File: src/rtl/instr_encoder.sv
// Packs MIPS R/I/J field sets into 32-bit words and queues {word, address} in a 2-entry FIFO.
// Optional legality checking and the sticky err flag are enabled by INSTR_ENCODER_CHECK_EN.
module instr_encoder #(
    parameter int                ADDR_W    = 10,
    parameter logic [ADDR_W-1:0] BASE_ADDR = {ADDR_W{1'b0}}
) (
    input  logic              clk,
    input  logic              reset,
    input  logic              flush,
    input  logic              in_valid,
    output logic              in_ready,
    input  logic [1:0]        fmt,
    input  logic [5:0]        Op,
    input  logic [4:0]        Rs,
    input  logic [4:0]        Rt,
    input  logic [4:0]        Rd,
    input  logic [4:0]        shamt,
    input  logic [5:0]        funct,
    input  logic [15:0]       imm,
    input  logic [25:0]       addr,
    output logic              out_valid,
    input  logic              out_ready,
    output logic [31:0]       instr,
    output logic [ADDR_W-1:0] waddr,
    output logic              err
);

    localparam logic [1:0] FMT_R = 2'b00;
    localparam logic [1:0] FMT_I = 2'b01;
    localparam logic [1:0] FMT_J = 2'b10;

    function automatic logic [31:0] f_encode(
        input logic [1:0]  f,
        input logic [5:0]  op,
        input logic [4:0]  rs,
        input logic [4:0]  rt,
        input logic [4:0]  rd,
        input logic [4:0]  sh,
        input logic [5:0]  fn,
        input logic [15:0] im,
        input logic [25:0] ad
    );
        logic [31:0] w;
        case (f)
            FMT_R:   w = {op, rs, rt, rd, sh, fn};
            FMT_I:   w = {op, rs, rt, im};
            FMT_J:   w = {op, ad};
            default: w = 32'h0000_0000;
        endcase
        return w;
    endfunction

    logic [1:0]        r_occ;
    logic [31:0]       r_head_instr;
    logic [ADDR_W-1:0] r_head_waddr;
    logic [31:0]       r_tail_instr;
    logic [ADDR_W-1:0] r_tail_waddr;
    logic [ADDR_W-1:0] r_cnt;

    logic        w_full;
    logic        w_accept;
    logic        w_legal;
    logic        w_push;
    logic        w_pop;
    logic [31:0] w_word;

    assign w_full    = (r_occ == 2'd2);
    assign in_ready  = ~w_full & ~reset & ~flush;
    assign out_valid = (r_occ != 2'd0);
    assign w_accept  = in_valid & in_ready;
    assign w_push    = w_accept & w_legal;
    assign w_pop     = out_valid & out_ready;
    assign w_word    = f_encode(fmt, Op, Rs, Rt, Rd, shamt, funct, imm, addr);
    assign instr     = r_head_instr;
    assign waddr     = r_head_waddr;

`ifdef INSTR_ENCODER_CHECK_EN
    function automatic logic f_legal(input logic [1:0] f, input logic [5:0] op);
        logic ok;
        case (f)
            FMT_R:   ok = (op == 6'd0);
            FMT_I:   ok = (op != 6'd0) && (op != 6'd2) && (op != 6'd3);
            FMT_J:   ok = (op == 6'd2) || (op == 6'd3);
            default: ok = 1'b0;
        endcase
        return ok;
    endfunction

    logic r_err;

    assign w_legal = f_legal(fmt, Op);
    assign err     = r_err;

    // Sticky illegal-format flag, cleared only by reset or flush.
    always_ff @(posedge clk) begin
        if (reset || flush) begin
            r_err <= 1'b0;
        end else if (w_accept && !w_legal) begin
            r_err <= 1'b1;
        end else begin
            r_err <= r_err;
        end
    end
`else
    assign w_legal = 1'b1;
    assign err     = 1'b0;
`endif

    // Occupancy and address counter; the counter wraps naturally at its width.
    always_ff @(posedge clk) begin
        if (reset || flush) begin
            r_occ <= 2'd0;
            r_cnt <= BASE_ADDR;
        end else begin
            case ({w_push, w_pop})
                2'b10:   r_occ <= r_occ + 2'd1;
                2'b01:   r_occ <= r_occ - 2'd1;
                default: r_occ <= r_occ;
            endcase
            if (w_push) begin
                r_cnt <= r_cnt + ADDR_W'(1);
            end else begin
                r_cnt <= r_cnt;
            end
        end
    end

    // FIFO storage: the head register drives the outputs directly, so it holds when the FIFO drains.
    always_ff @(posedge clk) begin
        if (reset) begin
            r_head_instr <= 32'h0000_0000;
            r_head_waddr <= BASE_ADDR;
            r_tail_instr <= 32'h0000_0000;
            r_tail_waddr <= BASE_ADDR;
        end else if (flush) begin
            r_head_instr <= r_head_instr;
            r_head_waddr <= r_head_waddr;
            r_tail_instr <= r_tail_instr;
            r_tail_waddr <= r_tail_waddr;
        end else begin
            if (w_push && ((r_occ == 2'd0) || ((r_occ == 2'd1) && w_pop))) begin
                r_head_instr <= w_word;
                r_head_waddr <= r_cnt;
            end else if (w_pop && (r_occ == 2'd2)) begin
                r_head_instr <= r_tail_instr;
                r_head_waddr <= r_tail_waddr;
            end else begin
                r_head_instr <= r_head_instr;
                r_head_waddr <= r_head_waddr;
            end
            if (w_push && (r_occ == 2'd1) && !w_pop) begin
                r_tail_instr <= w_word;
                r_tail_waddr <= r_cnt;
            end else begin
                r_tail_instr <= r_tail_instr;
                r_tail_waddr <= r_tail_waddr;
            end
        end
    end

endmodule

File: config.mk
export PLATFORM = sky130hd
export DESIGN_NAME = instr_encoder
export DESIGN_NICKNAME = d
export VERILOG_FILES = /design/src/rtl/instr_encoder.sv
export SDC_FILE = /design/constraint.sdc
export NUM_CORES = 1
export LEC_CHECK = 0
export BUFFER_PORTS_ARGS = -buffer_cell sky130_fd_sc_hd__buf_2
export CELL_PAD_IN_SITES_DETAIL_PLACEMENT = 1
export CELL_PAD_IN_SITES_GLOBAL_PLACEMENT = 1
export CORE_MARGIN = 4
export CORE_UTILIZATION = 30
export CTS_CLUSTER_SIZE = 12
export DETAILED_ROUTE_END_ITERATION = 16
export GPL_TIMING_DRIVEN = 0
export PLACE_DENSITY_LB_ADDON = 0.25
export SLEW_MARGIN = 5
export SYNTH_ARGS = -nofsm -noshare
export SYNTH_HDL_FRONTEND = slang
export SYNTH_SLANG_ARGS = --single-unit
File: constraint.sdc
create_clock -name clk -period 5.9 [get_ports clk]
set_input_delay 0.295 -clock clk [delete_from_list [all_inputs] [get_ports clk]]
set_output_delay 0.295 -clock clk [all_outputs]
set_load 0.02 [all_outputs]
== After elaboration in Yosys (flattened, before gate mapping) ==
Index checks and enable logic that the tools add are counted.

* Multiply operators: 0
* Shift-type cells: 0
* Bitwise operators: 7
* Reduce and logical (&&, ||, !) cells: 15
* Eq/ne operators: 6
* Muxes and demuxes: 6
* Divide/modulo/power cells: 0
* Add/subtract/negate cells: 3
* Order comparisons: 0

{| class="wikitable"
|+ Operators with widths
! kind !! number
|-
| 32-bit one-hot mux with 3 select lines || 1
|-
| 32-bit 2-to-1 mux || 2
|-
| 10-bit 2-to-1 mux || 2
|-
| 10-bit by 1-bit adder with 10-bit output, second input constant || 1
|-
| 2-bit by 1-bit equality test with 1-bit output, second input constant || 3
|-
| 2-bit equality test, second input constant || 3
|-
| 2-bit nonzero test || 3
|-
| 1-bit logical AND || 5
|-
| 1-bit AND || 4
|-
| 2-bit logical NOT || 2
|-
| 2-bit one-hot mux with 2 select lines || 1
|-
| 2-bit AND reduction || 2
|-
| 1-bit NOT || 3
|-
| 2-bit by 1-bit adder with 2-bit output, second input constant || 1
|-
| 1-bit logical OR || 2
|-
| 2-bit by 1-bit subtractor with 2-bit output, second input constant || 1
|-
| 1-bit logical NOT || 1
|}

* Latch bits: 0
* Flip-flop bits (word level): 96
* Memories kept: 0
* Word-level logic and storage cells: 43
* Bits in read-only memories: 0
* RAM bits: 0
* Bits of input ports: 81

== Longest topological paths before layout ==
* Depth in word-level cells: 8
* Gate-level depth with buffers: 9
* Gate-level depth less buffers: 8

== Worst setup path before layout ==
No wires, ideal clock.

* Path kind: register -> register
* Start point: register r_occ[0]
* End point: register r_tail_instr[16]
* Buffers on the path: 2
* Slack: 3,674 ps
* Arrival time: 2,094 ps
* Stages on the path, launching flop included: 10
* Setup time: 132 ps
* Data required time: 5,768 ps
* Path through: dfxtp_1 > inv_1 > ha_1 > nor4b_4 > inv_2 > or4b_1 > buf_2 > buf_6 > nand2_1 > a21oi_1

* Word-level cells in the longest chain between the ends: 8

{| class="wikitable"
|+ RTL lines
! element !! line !! source
|-
| from (decl) || 53 || <nowiki>logic [1:0] r_occ;</nowiki>
|-
| from (signal assigned) || 116 || <nowiki>2'b10: r_occ <= r_occ + 2'd1;</nowiki>
|-
| from (signal assigned) || 117 || <nowiki>2'b01: r_occ <= r_occ - 2'd1;</nowiki>
|-
| from (signal assigned) || 118 || <nowiki>default: r_occ <= r_occ;</nowiki>
|-
| 2-bit equality test || 67 || <nowiki>assign w_full = (r_occ == 2'd2);</nowiki>
|-
| 1-bit NOT || 68 || <nowiki>assign in_ready = ~w_full & ~reset & ~flush;</nowiki>
|-
| 1-bit AND (2 in a row) || 68 ||
|-
| 1-bit AND || 70 || <nowiki>assign w_accept = in_valid & in_ready;</nowiki>
|-
| 1-bit logical AND || 151 || <nowiki>if (w_push && (r_occ == 2'd1) && !w_pop) begin</nowiki>
|-
| 1-bit logical AND * || 151 ||
|-
| 2-bit AND reduction (no line) * || -- ||
|-
| to (signal assigned) || 138 || <nowiki>r_tail_instr <= r_tail_instr;</nowiki>
|-
| to (signal assigned) || 152 || <nowiki>r_tail_instr <= w_word;</nowiki>
|-
| to (signal assigned) || 155 || <nowiki>r_tail_instr <= r_tail_instr;</nowiki>
|-
| to (decl) || 56 || <nowiki>logic [31:0] r_tail_instr;</nowiki>
|}

Every way passes the cells marked *; elsewhere a longest branch is shown, timed or not.
A chain may end at the register's enable or synchronous reset.

== Worst setup path in the final report ==
* Start point: register r_occ[0]
* End point: register r_head_instr[24], in the netlist instr[24]

* Word-level cells in the longest chain between the ends: 8

{| class="wikitable"
|+ RTL lines
! element !! line !! source
|-
| 2-bit equality test || 67, 144 ||
|-
| 1-bit NOT || 68 ||
|-
| 1-bit AND (2 in a row) || 68 ||
|-
| 1-bit AND || 70 ||
|-
| 1-bit logical AND || 141 || <nowiki>if (w_push && ((r_occ == 2'd0) || ((r_occ == 2'd1) && w_pop))) begin</nowiki>
|-
| 2-bit nonzero test (no line) || -- ||
|-
| 2-bit AND reduction (no line) || -- ||
|-
| to (signal assigned) || 142 || <nowiki>r_head_instr <= w_word;</nowiki>
|-
| to (signal assigned) || 145 || <nowiki>r_head_instr <= r_tail_instr;</nowiki>
|-
| to (signal assigned) || 148 || <nowiki>r_head_instr <= r_head_instr;</nowiki>
|-
| to (decl) || 54 || <nowiki>logic [31:0] r_head_instr;</nowiki>
|}

Parallel ways exist; a longest one is shown, timed or not.

==> impl_metrics.ini <==
[outcome]
run_status = completed

[logic_synthesis]
combinational_family_with_the_most_area_after_synthesis = compound AO/OA/AOI/OAI gates
yosys-mux-area-fraction_pct = 4.23
yosys.area_share.adder_pct = 1.47
fraction_of_the_mapped_netlist_area_in_simple_logic_gates_pct = 18.1
syn-cell-area_sq_um = 4260
post_synth_xor_area_fraction_pct = 1.44
synth_fp_nets = 567
synth_area_in_compound_gates_pct = 24.5
yosys.cell_types.count = 41
syn-instance-count = 481
syn-mean-instance-area_sq_um = 8.86
seq_area_frac_synth_pct = 45.1
yosysWarnings = 0
ys_ff_latch = 96

[timing]
fin_tns_setup_ns = 0
timing.final.crit_share_pct = 47.6
worst_pin_slew_ns = 0.863
slew-limit-headroom_pct = 42.3
hold_violations = 0
finalSetupViolCount = 0
period_needed_ns = 2.81
max_clock_freq_mhz = 356
rsz0062_at_grt = no
clock_tree_skew_after_final_layout_ns = 0.00257
timing.final.max_slew_violations = 0

[place]
dpl-instance-area_sq_um = 5100
placed_cells_incl_taps = 784
detailedPlacementHpwl_um = 10800
place_congestion = 0.760
port_buffers = 123

[cts]
clockRootBuffer = sky130_fd_sc_hd__clkbuf_16
h-tree-depth = 3
cts_resized = 0
clock_sink_count = 96
cts_inserted_buffers = 9
clock_tree_from_tritoncts = built
cts.path.max_buffers = 2
worst_setup_hold_path_clk_slew_ns = 0.06
clock_latency_ns = 0.34
post-cts-setup-buffers = 0
cts.hold.buffers_added = 0

[finish]
post_route_cells_drive_above_1_share_pct = 27.0
diodes = 0
final_net_count = 701
final_core_utilization_pct = 38.7
finish.instance_area_sq_um = 5380
synthToLayoutAreaGrowth_pct = 26.2
layoutNonFillerInstCount = 798

[global_route]
grt.total_usage_pct = 17.4
antenna_found_initial = 0
grt_overflow = 0
grt_first_pass_wirelength_um = 22600
grt_pass1_vias = 4451
grt_max_degree = 14

[floorplanning]
design.portCount = 126
chipHeight_um = 127
fp.dieArea_sq_um = 16200
floorplan.initialDensity_pct = 30.7
row_count = 43
design.core.area_sq_um = 13900
die-width_um = 127

[routing]
routed-via-count = 4175
drt_first_pass_iters = 4
totalWireLength_um = 14100
postRouteAntennaNets = 0
post-route-drc-count = 0
drtIter0Drc = 168
routed_wire_length_per_instance_um = 17.7
detail_route.vias_per_cell = 5.23

[power_and_ir_drop]
peakVddDrop_mv = 0.140
total_power_w = 0.00137
power_density_nw_per_um2 = 254
power_leakage_nw = 2.09

[job]
drv_cap = 0

[min_path]
worst_hold_path_type = in -> reg

[setup_path]
setup.worst_path.class = reg -> reg
worst_setup_path_end_kind = flip-flop
critPathArrivalTime_ns = 3.07
cp_max_fo = 10
critPathLaunchType = flip-flop
critical_path_required_ns = 6.16
[report_power, final]
group / total, W / internal, W / switching [W]
registers: 0.000665 / 0.000659 / 0.00000617
logic: 0.000149 / 0.0000604 / 0.0000883
clock network: 0.000553 / 0.000316 / 0.000236
total: 0.00137 / 0.00104 / 0.000331
[critical path, cell delays in order (launching register included)]
cell and delay, ns:
sky130_fd_sc_hd__dfxtp_1 0.37, sky130_fd_sc_hd__inv_1 0.08, sky130_fd_sc_hd__ha_1 0.27, sky130_fd_sc_hd__nor4b_4 0.59, sky130_fd_sc_hd__inv_2 0.17, sky130_fd_sc_hd__nor2_1 0.56, sky130_fd_sc_hd__buf_2 0.36, sky130_fd_sc_hd__a22oi_1 0.12
sky130_fd_sc_hd__o2bb2ai_1 0.20
[registers in the layout, indices dropped and copies added (netlist names)]
signal / cells
instr: 32
r_cnt: 10
r_occ: 2
r_tail_instr: 32
r_tail_waddr: 10
waddr: 10
[final cells by class]
| class | count | area [sq um] |
|---|---|---|
| well taps | 180 | 225 |
| inverters | 6 | 22.5 |
| plain buffers | 42 | 193 |
| multi-input cells | 337 | 2120 |
| clock buffers | 14 | 274 |
| fillers | 1718 | 8510 |
| flip-flops and latches | 96 | 1920 |
| repair buffers | 123 | 616 |
[final timing paths]
path                                 from                            end  slack [ns]  depth (start not counted)
max reg2reg         r_occ[0]$_SDFFE_PP0P_         instr[24]$_SDFFE_PP0P_        3.09                          8
max                 r_occ[0]$_SDFFE_PP0P_         instr[24]$_SDFFE_PP0P_        3.09                          8
min                                 Op[3]  r_tail_instr[29]$_SDFFE_PP0P_        0.22                          3
min reg2reg  r_tail_waddr[3]$_SDFFE_PP0P_   r_tail_waddr[3]$_SDFFE_PP0P_        0.46                          2
[cells in the final DEF, fill, tap and decap left out, types with 17 or more instances in the layout]
cell type,instances
sky130_fd_sc_hd__nor2_1,43
sky130_fd_sc_hd__a211oi_1,17
sky130_fd_sc_hd__clkbuf_1,30
sky130_fd_sc_hd__a31oi_1,20
sky130_fd_sc_hd__nand2_1,66
sky130_fd_sc_hd__nand3_1,28
sky130_fd_sc_hd__a21oi_1,30
sky130_fd_sc_hd__buf_2,130
sky130_fd_sc_hd__a22oi_1,26
sky130_fd_sc_hd__a221o_1,19
sky130_fd_sc_hd__dfxtp_1,96
[logic make-up (layout without fill, tap and decap cells)]
group           Yosys count  count (layout)
simple gates            165             165
compound gates          143             143
other cells               1               1
fa+ha+maj                 5               5
mux                      16              16
buf+inv                  48             185
flops                    96              96
xor+xnor                  7               7
[per-layer routing]
layer | part of all wire, % | routed length, um | track usage [%] | vias to the layer above
li1 | - | - | - | 2039
met1 | 43 | 6140 | 20.7 | 2035
met2 | 51 | 7200 | 31.6 | 88
met3 | 4.2 | 590 | 2.84 | 13
met4 | 1.4 | 198 | 5.68 | 0
met5 | 0 | 0 | 0 | -
[Yosys cell counts]
cell,n,area share (%)
sky130_fd_sc_hd__dfxtp_1,96,45
sky130_fd_sc_hd__nand2_1,66,5.8
sky130_fd_sc_hd__nor2_1,43,3.8
sky130_fd_sc_hd__a21oi_1,30,3.5
sky130_fd_sc_hd__clkbuf_1,28,2.5
sky130_fd_sc_hd__nand3_1,28,3.3
sky130_fd_sc_hd__a22oi_1,26,4.6
sky130_fd_sc_hd__a31oi_1,20,2.9
sky130_fd_sc_hd__a221o_1,19,4.5
sky130_fd_sc_hd__a211oi_1,17,3.0
sky130_fd_sc_hd__mux2_2,16,4.2
sky130_fd_sc_hd__a22o_1,10,2.1
sky130_fd_sc_hd__nor3b_1,10,1.8
sky130_fd_sc_hd__o2bb2ai_1,10,2.1
sky130_fd_sc_hd__buf_2,7,0.82
sky130_fd_sc_hd__xor2_1,6,1.2
sky130_fd_sc_hd__ha_1,5,1.5
sky130_fd_sc_hd__and3_1,4,0.59
sky130_fd_sc_hd__inv_1,4,0.35
sky130_fd_sc_hd__a41oi_1,3,0.62
sky130_fd_sc_hd__buf_4,3,0.53
sky130_fd_sc_hd__nand4_1,3,0.44
sky130_fd_sc_hd__o211ai_1,3,0.53
sky130_fd_sc_hd__o31ai_1,3,0.53
sky130_fd_sc_hd__buf_1,2,0.18
sky130_fd_sc_hd__buf_6,2,0.53
sky130_fd_sc_hd__nor2b_1,2,0.29
sky130_fd_sc_hd__o21ai_0,2,0.23
sky130_fd_sc_hd__and2_1,1,0.15
sky130_fd_sc_hd__and4_1,1,0.21
sky130_fd_sc_hd__clkinv_1,1,0.088
sky130_fd_sc_hd__conb_1,1,0.088
sky130_fd_sc_hd__inv_2,1,0.088
sky130_fd_sc_hd__nand2b_1,1,0.15
sky130_fd_sc_hd__nand3b_1,1,0.18
sky130_fd_sc_hd__nor4b_2,1,0.35
sky130_fd_sc_hd__nor4b_4,1,0.56
sky130_fd_sc_hd__or2_2,1,0.15
sky130_fd_sc_hd__or3_1,1,0.15
sky130_fd_sc_hd__or4b_1,1,0.23
sky130_fd_sc_hd__xnor2_1,1,0.21
[through the flow]
step,setup WS [ns],hold WS (ns)
2_1_floorplan,3.67,0.432
4_1_cts,3.11,0.215
3_3_place_gp,3.23,0.442
6_report,3.09,0.217
5_1_grt,2.88,0.240
3_5_place_dp,3.15,0.443
Power figures use the tool's default switching activity.
